<file path="src/rtl/sc_stream_ctrl.sv">
// rtl/sc_stream_ctrl.sv - sequencer and keystream combiner around the 64-round SC state block
//
// Purpose:
//   Steps the stream-cipher state block through reload, initialisation and an
//   optional tag-insert phase. It then XORs 64-bit data beats with keystream Z
//   under valid/ready flow control. Each accepted beat advances the state block
//   by one 64-round step, so no keystream word is ever reused or skipped.
//
// Build option:
//   SC_TAG_INSERT_EN - adds the TAG/TINIT phase. Without it, insertSC is tied to 0.
//
// Ports:
//   clk, rst            clock, synchronous active-high reset
//   start               begin a new message (taken only when idle)
//   sc_load             one-cycle reload pulse to the SC block
//   load_SC64           advance the SC state by 64 rounds this cycle
//   insertSC            XOR the tag into the SC state this cycle
//   Z                   keystream from the SC block (combinational from its state)
//   din/din_valid/din_last/din_ready   input beat stream
//   dout/dout_valid/dout_ready         registered output beat stream
//   busy                high whenever not idle
//   done                pulse on the cycle the final beat leaves downstream

module sc_stream_ctrl #(
  parameter int unsigned INIT_ROUNDS = 18,
  parameter int unsigned TAG_ROUNDS  = 18,
  parameter int unsigned CNT_W       = 5
) (
  input  logic        clk,
  input  logic        rst,
  input  logic        start,
  output logic        sc_load,
  output logic        load_SC64,
  output logic        insertSC,
  input  logic [63:0] Z,
  input  logic [63:0] din,
  input  logic        din_valid,
  input  logic        din_last,
  output logic        din_ready,
  output logic [63:0] dout,
  output logic        dout_valid,
  input  logic        dout_ready,
  output logic        busy,
  output logic        done
);

  typedef enum logic [2:0] {
    S_IDLE  = 3'd0,
    S_LOAD  = 3'd1,
    S_INIT  = 3'd2,
`ifdef SC_TAG_INSERT_EN
    S_TAG   = 3'd3,
    S_TINIT = 3'd4,
`endif
    S_RUN   = 3'd5,
    S_DRAIN = 3'd6
  } state_e;

  // The counter holds at the largest terminal count rather than wrapping.
  localparam int unsigned      MAX_ROUNDS = (INIT_ROUNDS > TAG_ROUNDS) ? INIT_ROUNDS : TAG_ROUNDS;
  localparam logic [CNT_W-1:0] CNT_SAT    = CNT_W'(MAX_ROUNDS - 1);
  localparam logic [CNT_W-1:0] INIT_LAST  = CNT_W'(INIT_ROUNDS - 1);
`ifdef SC_TAG_INSERT_EN
  localparam logic [CNT_W-1:0] TAG_LAST   = CNT_W'(TAG_ROUNDS - 1);
`endif

  state_e             state_q;
  logic [CNT_W-1:0]   cnt_q;
  logic [63:0]        dout_q;
  logic               dout_valid_q;
  logic               accept;

  // Single-entry output register: a new beat can enter when the slot is empty
  // or is being emptied in the same cycle.
  assign din_ready = (state_q == S_RUN) && (!dout_valid_q || dout_ready);
  assign accept    = din_ready && din_valid;

  assign sc_load   = (state_q == S_LOAD);
`ifdef SC_TAG_INSERT_EN
  assign load_SC64 = (state_q == S_INIT) || (state_q == S_TINIT) || accept;
  assign insertSC  = (state_q == S_TAG);
`else
  assign load_SC64 = (state_q == S_INIT) || accept;
  assign insertSC  = 1'b0;
`endif

  assign busy       = (state_q != S_IDLE);
  assign done       = (state_q == S_DRAIN) && dout_valid_q && dout_ready;
  assign dout       = dout_q;
  assign dout_valid = dout_valid_q;

  always_ff @(posedge clk) begin
    if (rst) begin
      state_q      <= S_IDLE;
      cnt_q        <= '0;
      dout_q       <= '0;
      dout_valid_q <= 1'b0;
    end else begin
      case (state_q)
        S_IDLE: begin
          if (start) state_q <= S_LOAD;
        end
        S_LOAD: begin
          state_q <= S_INIT;
          cnt_q   <= '0;
        end
        S_INIT: begin
          if (cnt_q == INIT_LAST) begin
            cnt_q   <= '0;
`ifdef SC_TAG_INSERT_EN
            state_q <= S_TAG;
`else
            state_q <= S_RUN;
`endif
          end else if (cnt_q < CNT_SAT) begin
            cnt_q <= cnt_q + CNT_W'(1);
          end
        end
`ifdef SC_TAG_INSERT_EN
        S_TAG: begin
          state_q <= S_TINIT;
          cnt_q   <= '0;
        end
        S_TINIT: begin
          if (cnt_q == TAG_LAST) begin
            cnt_q   <= '0;
            state_q <= S_RUN;
          end else if (cnt_q < CNT_SAT) begin
            cnt_q <= cnt_q + CNT_W'(1);
          end
        end
`endif
        S_RUN: begin
          if (accept && din_last) state_q <= S_DRAIN;
        end
        S_DRAIN: begin
          if (dout_valid_q && dout_ready) state_q <= S_IDLE;
        end
        default: begin
          state_q <= S_IDLE;
          cnt_q   <= '0;
        end
      endcase

      // A simultaneous drain and accept keeps the slot full with the new beat.
      if (accept) begin
        dout_q       <= din ^ Z;
        dout_valid_q <= 1'b1;
      end else if (dout_ready) begin
        dout_valid_q <= 1'b0;
      end
    end
  end

endmodule

</file>
<file path="config.mk">
export PLATFORM = sky130hd
export DESIGN_NAME = sc_stream_ctrl
export DESIGN_NICKNAME = d
export VERILOG_FILES = /design/src/rtl/sc_stream_ctrl.sv
export SDC_FILE = /design/constraint.sdc
export NUM_CORES = 1
export LEC_CHECK = 0
export CORE_MARGIN = 10
export CORE_UTILIZATION = 32
export DETAILED_ROUTE_END_ITERATION = 8
export PLACE_DENSITY = 0.71
export SYNTH_ARGS = -nofsm -noshare
export SYNTH_HDL_FRONTEND = slang
export SYNTH_SLANG_ARGS = --single-unit
</file>
<file path="constraint.sdc">
create_clock -name clk -period 2.17 [get_ports clk]
set_input_delay 0.434 -clock clk [delete_from_list [all_inputs] [get_ports clk]]
set_output_delay 0.434 -clock clk [all_outputs]
set_load 0.005 [all_outputs]
</file>
==> flow_summary.json, run 1 <==
{
  "status": "finished clean",
  "drc": 0,
  "ys_ff_latch": 73,
  "synth_cell_types": 40,
  "synthCells": 353,
  "finalHoldViolCount": 0,
  "grt_max_degree": 75,
  "yosys.area.top_type": "dfxtp_1",
  "insertion_delay_ns": 0.34,
  "viasPerCell": 4.63,
  "yosys-top-cells-area": "dfxtp_1 (44%), xnor2_1 (17%), a211oi_1 (15%)",
  "nNetsFinal": 687,
  "crit_slowest_cell": "clkdlybuf4s50_1",
  "die_w_um": 121,
  "crit_path_max_incr_delay_ns": 0.53,
  "vias": 3187,
  "clkSinkCount": 73,
  "cp_max_fo": 2,
  "setup_viol": 0,
  "die-area_um2": 14700,
  "dieHeight_um": 121,
  "antenna_left": 0,
  "cp_top_family": "buffers and inverters",
  "drv_cap": 0,
  "worst_slew_pin_slew_ns": 0.738,
  "cts_buffer_depth": 2,
  "cts_tree": "yes",
  "gp_congestion": 0.808,
  "drive_gt1_share_pct": 6.13,
  "first_pass_iters": 4,
  "critPathLaunchType": "input port",
  "postCtsHoldBufs": 0,
  "p_total_mw": 3.12,
  "post_cts_buffers": 0,
  "slew-limit-headroom_pct": 50.1,
  "rsz0062_at_grt": "no",
  "max_freq_mhz": 476,
  "critPathMostFrequentCell": "clkdlybuf4s50_1",
  "syn_nets": 489,
  "cts.clk_slew.worst_paths_ns": 0.07,
  "fin_crit_ns": 2.10,
  "antennaDiodeCount": 0,
  "p_leak_nw": 1.89,
  "hpwl_mm": 8.64,
  "cp.arrival_ns": 1.67,
  "dp_cells": 673,
  "grt_pass1_wl_mm": 16.9,
  "critPathBufInv": 2,
  "port_buffers": 203,
  "hp-class": "reg -> reg",
  "yosys.area.top_type_share_pct": 44.4,
  "antenna_found_initial": 0,
  "grt_pass1_vias": 3348,
  "cts_resized": 5,
  "design.core.area_um2": 9910,
  "first_iter_violations": 103,
  "peakVddDrop_mv": 0.324,
  "skew_ns": 0.00841,
  "area_growth_pct": 74.0,
  "grt.overflow.total": 0,
  "wirelength_mm": 10.8,
  "synth.cell_area_um2": 3290,
  "row_count": 36,
  "power_density_nw_per_um2": 545,
  "yosys_warnings": 0,
  "critPathRequiredTime_ns": 1.74,
  "critPathKind": "in -> out",
  "track_usage_pct": 14.2,
  "final_max_slew_viol_count": 0,
  "post_drt_wl_per_cell_um": 15.6,
  "fin_crit_sh_pct": 96.8,
  "ys_seq_area_share_pct": 44.4,
  "io-pin-count": 205,
  "ctsRootBufferMaster": "clkbuf_8",
  "numCtsBuffers": 9,
  "finalNonFillerCells": 688,
  "critPathCaptureType": "output port",
  "syn_avg_cell_area_um2": 9.33,
  "floorplan.initialDensity_pct": 33.2,
  "path_cells": "clkdlybuf4s50_1 > nand3_1 > nor2_1 > clkdlybuf4s50_1",
  "cts_max_level": 3
}
-- cell usage in the layout, fill, tap and decap left out, types with 2 or more instances in the layout --
master / netlist / routed
inv_1: 3 / 3
clkbuf_8: 0 / 10
bufinv_16: 0 / 3
a21oi_1: 5 / 5
nand3_1: 3 / 3
dlygate4sd2_1: 0 / 2
dfxtp_1: 73 / 72
nand2b_1: 4 / 3
nor2_1: 71 / 71
nor3_1: 2 / 2
mux2i_1: 2 / 2
or3b_1: 2 / 2
nand2_1: 5 / 5
xnor2_1: 64 / 64
ha_1: 2 / 2
clkdlybuf4s50_1: 0 / 200
nor2b_1: 2 / 2
buf_12: 0 / 3
a211oi_1: 64 / 64
buf_4: 2 / 6
nand3b_1: 2 / 2
and2b_1: 2 / 2
o21ai_0: 2 / 2
-- layout make-up --
| class | instances | area [um2] |
|---|---|---|
| clock buffers | 10 | 138 |
| clock inverters | 5 | 104 |
| inverters | 3 | 11.3 |
| flip-flops and latches | 73 | 1460 |
| repair buffers | 212 | 2130 |
| well taps | 133 | 166 |
| fillers | 897 | 4180 |
| multi-input cells | 252 | 1720 |
-- worst register-to-register path, cell delays in order (launching register included) --
cell	delay [ns]
dfxtp_1	0.39
inv_1	0.07
ha_1	0.18
nor4bb_2	0.22
a2111oi_4	0.48
or3b_1	0.39
mux2i_1	0.12
-- path summary, 6_finish.rpt --
path	start	to	slack, ns	cells past startpoint
worst min-delay path	cnt_q[4]$_SDFFE_PP0P_	cnt_q[4]$_SDFFE_PP0P_	0.48	2
worst max register to register	cnt_q[1]$_SDFFE_PP0P_	cnt_q[2]$_SDFFE_PP0P_	0.25	6
worst min register to register	cnt_q[4]$_SDFFE_PP0P_	cnt_q[4]$_SDFFE_PP0P_	0.48	2
worst max-delay path	dout_ready	done	0.07	4
-- registers in the layout, indices dropped and copies added (netlist names) --
name,cells
cnt_q,5
state_q,3
dout,64
dout_valid,1
-- logic make-up after synthesis --
kind of cell	Yosys count	share of synthesized area (%)
muxes	3	0.950
DFF	73	44.4
adders and majority gates	2	0.760
buffers and inverters	28	3.88
and+or+nand+nor	101	14.0
other	1	0.114
AOI/OAI and AO/OA	81	18.9
xor gates and xnor gates	64	17.0
-- layer usage --
layer	vias to the layer above	GRT usage (%)	share of wire, %
li1	1627	-	-
met1	1411	14.5	38
met2	143	23.9	49
met3	6	8.42	13
met4	0	4.40	0.66
met5	-	0	0
-- cell usage after synthesis --
master and number:
or2_2 1, dfxtp_1 73, and4_1 1, nor3b_1 1, conb_1 1, a221oi_1 1, and2_1 1, a2111oi_4 1
ha_1 2, nand3_1 3, a21oi_1 5, and3_1 1, inv_1 3, a31o_2 1, clkbuf_1 11, a22oi_1 1
nand2_1 5, buf_4 2, and2b_1 2, nor3_1 2, nor2b_1 2, a2bb2oi_1 1, buf_2 12, nor4bb_2 1
or3b_1 2, nand3b_1 2, a21boi_0 1, mux2_2 1, nand2b_1 4, xnor2_1 64, o21bai_1 1, nor4b_1 1
mux2i_1 2, or3_1 1, o2111ai_1 1, o21ai_0 2, a221o_1 1, nor2_1 71, a2111o_1 1, a211oi_1 64
-- per-stage QoR --
step	worst slack, ns	cell area [um2]	utilization, %	hold slack [ns]	TNS, ns
global route	0.0288	5730	57.8	0.508	0
detailed placement	-0.120	5480	55.3	0.476	-0.209
finish	0.0690	5730	57.8	0.480	0
global placement	-0.0814	5480	55.3	0.454	-0.127
CTS	0.0701	5730	57.8	0.487	0
floorplan	0.443	3290	-	0.433	0
-- power breakdown --
group	switching (mW)	internal, mW
Clock	0.498	0.789
Combinational	0.156	0.328
Sequential	0.00584	1.34
Total	0.660	2.46
(Power assumes the default switching activity.)
==> inputs of run 2 (changes only) <==
--- a/config.mk
+++ b/config.mk
@@ -5,6 +5,7 @@
 export SDC_FILE = /design/constraint.sdc
 export NUM_CORES = 1
 export LEC_CHECK = 0
+export CAP_MARGIN = 20
 export CORE_MARGIN = 10
 export CORE_UTILIZATION = 32
 export DETAILED_ROUTE_END_ITERATION = 8
==> results of run 2 <==
No change in the layout: final DEF, timing and power equal those of run 1.
==> inputs of run 3 (changes only) <==
--- a/config.mk
+++ b/config.mk
@@ -5,7 +5,6 @@
 export SDC_FILE = /design/constraint.sdc
 export NUM_CORES = 1
 export LEC_CHECK = 0
-export CAP_MARGIN = 20
 export CORE_MARGIN = 10
 export CORE_UTILIZATION = 32
 export DETAILED_ROUTE_END_ITERATION = 8
==> results of run 3 <==
No change in the layout: final DEF, timing and power equal those of run 1.
